--- src/rtl/arith_pkg.sv ---
// Shared arithmetic definitions for the multiply-add unit and the divider.
// Holds the default operand width and the sequencer state encoding.
package arith_pkg;

  localparam int unsigned DEFAULT_WIDTH = 64;

  typedef enum logic {
    IDLE = 1'b0,
    RUN  = 1'b1
  } state_t;

endpackage

--- src/rtl/mul_add_step.sv ---
// One radix-2 shift-add step of the sequential multiply-add.
// Ports:
//   i_acc         2*WIDTH  running accumulator
//   i_mcand       2*WIDTH  multiplicand, already shifted to the current bit weight
//   i_mplier_lsb  1        current multiplier bit
//   o_acc_next    2*WIDTH  accumulator after conditionally adding the multiplicand
//   o_mcand_next  2*WIDTH  multiplicand shifted left by one for the next bit
module mul_add_step #(
  parameter int unsigned WIDTH = 64
) (
  input  logic [2*WIDTH-1:0] i_acc,
  input  logic [2*WIDTH-1:0] i_mcand,
  input  logic               i_mplier_lsb,
  output logic [2*WIDTH-1:0] o_acc_next,
  output logic [2*WIDTH-1:0] o_mcand_next
);

  always_comb begin
    o_acc_next   = i_mplier_lsb ? (i_acc + i_mcand) : i_acc;
    o_mcand_next = i_mcand << 1;
  end

endmodule

--- src/rtl/seq_mul_add.sv ---
// Sequential unsigned multiply-add: result = multiplicand * multiplier + addend.
// One multiplier bit per clock; WIDTH clocks from the start-sampling edge to the
// edge that raises done. Also used to rebuild Dividend from divider outputs.
// Ports:
//   clk           clock, rising edge
//   reset         asynchronous active-low reset
//   start         operation request, sampled only while idle
//   multiplicand  operand A
//   multiplier    operand B
//   addend        operand C
//   busy          high while an operation is in progress
//   done          one-cycle pulse when result/overflow are updated
//   result        A*B+C, 2*WIDTH bits, held until the next completion
//   overflow      upper half of result is non-zero
module seq_mul_add
  import arith_pkg::*;
#(
  parameter int unsigned WIDTH = DEFAULT_WIDTH
) (
  input  logic               clk,
  input  logic               reset,
  input  logic               start,
  input  logic [WIDTH-1:0]   multiplicand,
  input  logic [WIDTH-1:0]   multiplier,
  input  logic [WIDTH-1:0]   addend,
  output logic               busy,
  output logic               done,
  output logic [2*WIDTH-1:0] result,
  output logic               overflow
);

  localparam int unsigned CW = (WIDTH > 1) ? $clog2(WIDTH) : 1;
  localparam logic [CW-1:0] LAST = CW'(WIDTH - 1);

  state_t               r_state;
  logic [2*WIDTH-1:0]   r_acc;
  logic [2*WIDTH-1:0]   r_mcand;
  logic [WIDTH-1:0]     r_mplier;
  logic [CW-1:0]        r_count;
  logic                 r_busy;
  logic                 r_done;
  logic [2*WIDTH-1:0]   r_result;
  logic                 r_overflow;

  logic [2*WIDTH-1:0]   w_acc_next;
  logic [2*WIDTH-1:0]   w_mcand_next;

  mul_add_step #(.WIDTH(WIDTH)) u_step (
    .i_acc        (r_acc),
    .i_mcand      (r_mcand),
    .i_mplier_lsb (r_mplier[0]),
    .o_acc_next   (w_acc_next),
    .o_mcand_next (w_mcand_next)
  );

  always_ff @(posedge clk or negedge reset) begin
    if (!reset) begin
      r_state    <= IDLE;
      r_acc      <= '0;
      r_mcand    <= '0;
      r_mplier   <= '0;
      r_count    <= '0;
      r_busy     <= 1'b0;
      r_done     <= 1'b0;
      r_result   <= '0;
      r_overflow <= 1'b0;
    end else begin
      r_done <= 1'b0;
      case (r_state)
        IDLE: begin
          if (start) begin
            r_acc    <= {{WIDTH{1'b0}}, addend};
            r_mcand  <= {{WIDTH{1'b0}}, multiplicand};
            r_mplier <= multiplier;
            r_count  <= '0;
            r_busy   <= 1'b1;
            r_state  <= RUN;
          end
        end
        RUN: begin
          r_acc    <= w_acc_next;
          r_mcand  <= w_mcand_next;
          r_mplier <= r_mplier >> 1;
          r_count  <= r_count + 1'b1;
          // Final step: publish the post-add accumulator, not the registered one.
          if (r_count == LAST) begin
            r_result   <= w_acc_next;
            r_overflow <= |w_acc_next[2*WIDTH-1:WIDTH];
            r_done     <= 1'b1;
            r_busy     <= 1'b0;
            r_state    <= IDLE;
          end
        end
        default: r_state <= IDLE;
      endcase
    end
  end

  assign busy     = r_busy;
  assign done     = r_done;
  assign result   = r_result;
  assign overflow = r_overflow;

endmodule

--- config.mk ---
export PLATFORM = sky130hd
export DESIGN_NAME = seq_mul_add
export DESIGN_NICKNAME = d
export VERILOG_FILES = /design/src/rtl/arith_pkg.sv /design/src/rtl/mul_add_step.sv /design/src/rtl/seq_mul_add.sv
export SDC_FILE = /design/constraint.sdc
export NUM_CORES = 1
export LEC_CHECK = 0
export BUFFER_PORTS_ARGS = -buffer_cell sky130_fd_sc_hd__buf_4
export CAP_MARGIN = 20
export CORE_MARGIN = 1
export CORE_UTILIZATION = 65
export CTS_CLUSTER_DIAMETER = 100
export DETAILED_ROUTE_END_ITERATION = 16
export PLACE_DENSITY = 0.95
export RECOVER_POWER = 25
export SYNTH_ARGS = -nofsm -noshare
export SYNTH_HDL_FRONTEND = slang
export SYNTH_SLANG_ARGS = --single-unit
--- constraint.sdc ---
create_clock -name clk -period 9.14 [get_ports clk]
set_input_delay 0.914 -clock clk [delete_from_list [all_inputs] [get_ports clk]]
set_output_delay 0.914 -clock clk [all_outputs]
set_load 0.005 [all_outputs]
==> impl_metrics.tcl <==
set metrics [dict create \
    tritoncts "built" \
    synth_common_cells "nand2_1 (732), dfrtp_1 (458), o21ai_0 (429), a21oi_1 (306), mux2i_1 (192)" \
    clock_path_buffers 3 \
    worstHoldPathCells 2 \
    overflow 0 \
    synth_fp_nets 3826 \
    ys_warn_count 0 \
    cp_slowest_stage_delay_ns 3.82 \
    ys_seq_area_share_pct 39.2 \
    first_pass_iters 6 \
    root_buffer "clkbuf_16" \
    arrival_ns 6.29 \
    irDropWorstVdd_v 0.000234 \
    hold_path_end "result[81]" \
    power_uw 15800 \
    p_int_uw 7710 \
    drc 0 \
    cts_buffers 47 \
    grt.total_usage_pct 43.9 \
    nets 3989 \
    final_core_util_pct 75.2 \
    p_sw_uw 8120 \
    numPortBuffers 325 \
    criticalPathCategory "primary input to async pin" \
    r2r_slack_ns 3.73 \
    slew_violations 165 \
    worstSetupStartpointType "primary input" \
    worstPathCellList "clkbuf_1 > buf_12 > buf_4" \
    ant_nets 0 \
    cts_sinks 458 \
    initial_core_util_pct 66.0 \
    grt_max_degree 142 \
    ys_ff_latch 458 \
    r2r-start "r_acc[4]" \
    async_flop_share_pct 100 \
    yosysMostFrequentCell "nand2_1" \
    die-width_um 214 \
    status "finished, violations left" \
    hold_viol_final 0 \
    yosys.area.top_type_share_pct 39.2 \
    vias 29000 \
    rows 77 \
    finClkSkew_ns 0.0328 \
    dieHeight_um 214 \
    io_pins 326 \
    syn2layout_area_growth_pct 13.9 \
    cellPowerDensity_nw_per_um2 475 \
    routed_wl_um 102000 \
    yosysTopAreaCell "dfrtp_1" \
    relSlewSlack_pct -271 \
    drive_above_1_share_pct 13.9 \
    sequentialPowerShare_pct 24.0 \
    clk_pin_slew_ns 0.06 \
    synth_edf_count 0 \
    avgViaCountPerCell 6.75 \
    drt_iter0_drc 4091 \
    ctsResizeCount 0 \
    rr_endpoint "overflow" \
    power.leakage_uw 0.0152 \
    power_frac_clock_pct 12.7 \
    grt_pass1_wl_um 159000 \
    hold_class "register to register" \
    placed_cells 4208 \
    grt_pass1_vias 28000 \
    required_ns 9.78 \
    fin_crit_sh_pct 61.8 \
    placeableCoreArea_um2 44300 \
    pwr-share-comb_pct 63.2 \
    clkLatencyLatePin_ns 0.64 \
    synth_top_flop_cell "dfrtp_1" \
    postCtsHoldBufs 0 \
    drv_cap 2 \
    die-area_um2 45900 \
    cp_max_fo 141 \
    violations "capacitance limit, slew limit" \
    max_slew.worst_pin.slew_ns 5.57 \
    syn_area_um2 29300 \
    synthDistinctLibCells 95 \
    htreeDepth 2 \
    max_clock_freq_ghz 0.177 \
    final.setup.tns_ns 0 \
    netlist_top_cells_area "dfrtp_1 (39%), nand2_1 (9.4%), o21ai_0 (7.3%)" \
    rsz0062_at_grt "no" \
    fin_crit_ns 5.65 \
    post_cts_buffers 0 \
    r2r_cells 15 \
    synthCells 3502 \
    syn_avg_cell_area_um2 8.36 \
    instances_no_fill 4295 \
    crit_buf_inv 3 \
    critical_path.top_delay_family "buffers and inverters" \
    antenna_found_initial 1 \
    post-dp-hpwl_um 73200 \
    hp-start "result[81]" \
    final-setup-viol-count 0 \
    gp_congestion 1.07 \
    slowest_stage "clkbuf_1" \
    wire_per_inst_um 23.8 \
    endpoint_kind "async pin" \
    netSwitchingFraction_pct 51.3 \
]
-- worst register-to-register path, stage by stage (launching register included) --
cell and delay [ns]:
dfrtp_1 0.42, ha_1 0.42, and2_4 0.20, nand3b_1 0.15, a211o_1 0.41, a21oi_1 0.41, a21oi_1 0.28, o31ai_1 0.97
a21oi_1 0.35, xnor2_1 0.22, mux2_2 0.32, nor3b_2 0.19, nand4b_1 0.20, nor4b_1 0.30, nand4_1 0.14, o32a_1 0.31
-- routing by layer --
layer  GRT usage (%)  up-vias  routed length (um)
met2            66.6     1818               44900
met3            11.0      411               11500
met1            58.6    13900               39600
met4            22.3        0                6100
li1                -    12800                   -
met5               0        -                   0
-- cells by family (layout without fill, tap and decap cells) --
| kind of cell | Yosys count | after routing | synth area share (%) |
|---|---|---|---|
| AND/OR/NAND/NOR | 1213 | 1213 | 18.1 |
| XOR/XNOR | 113 | 113 | 3.38 |
| buffers and inverters | 266 | 466 | 3.59 |
| multiplexers | 210 | 210 | 7.29 |
| flip-flops | 458 | 458 | 39.2 |
| AO/OA/AOI/OAI | 1113 | 1113 | 23.0 |
| other | 0 | 1 | 0 |
| adder cells (fa/ha/maj) | 129 | 129 | 5.54 |
-- power by group through the flow --
stage                     registers [uW]  logic (uW)  clock network [uW]
after CTS                           3760        9650                2010
after global placement              3700        9390                   0
final                               3800       10000                2020
after floorplan                     3510        6660                   0
after global routing                3870       10700                2090
after detailed placement            3760        9520                   0
-- through the flow --
step / hold WS (ns) / cell area [um^2] / setup slack (ns)
finish: 0.474 / 33300 / 3.49
global route: 0.489 / 33300 / 2.55
CTS: 0.367 / 33300 / 4.07
detailed placement: 0.463 / 31700 / 4.09
global placement: 0.459 / 31700 / 4.10
floorplan: 0.452 / 29300 / 5.23
-- layout by cell type, fill, tap and decap left out, types with 29 or more instances in the layout --
cell type	netlist	routed
clkbuf_16	0	47
dfrtp_1	458	456
a21o_1	48	48
inv_1	31	30
xnor2_1	58	58
a21oi_1	306	306
xor2_1	55	55
o21a_1	29	29
nand4_1	77	77
nor3_1	49	49
o22ai_1	33	33
nand2_1	732	732
a211oi_1	60	60
nor2_1	179	179
mux2i_1	192	192
nand3_1	34	34
o21ai_0	429	429
ha_1	128	128
buf_4	0	337
nor2b_1	59	59
-- cell type report --
class	instances	area [um^2]
antenna	1	2.50
clock buffer	71	1410
clock inverter	15	200
fill	3144	11000
inverter	34	129
multi-input combinational	2778	16800
sequential	458	11500
tap	592	741
timing repair buffer	346	2620
-- worst max-delay path by stage --
stage          startpoint           to  slack, ns  cells past startpoint
2_1_floorplan    r_acc[0]     overflow       5.23                     16
6_report            reset  r_mcand[98]       3.49                      3
3_5_place_dp   r_mcand[0]     overflow       4.09                     16
4_1_cts        r_mcand[0]     overflow       4.07                     16
5_1_grt             reset   result[95]       2.55                      3
3_3_place_gp   r_mcand[0]     overflow       4.10                     16
-- registers in the layout, indices dropped and copies added, names as in the netlist --
signal and flops:
busy 1, r_count 6, overflow 1, r_mcand 128, r_mplier 64, r_acc 128
r_state 1, done 1, result 128
No activity file was read; power rests on OpenSTA's default activity.
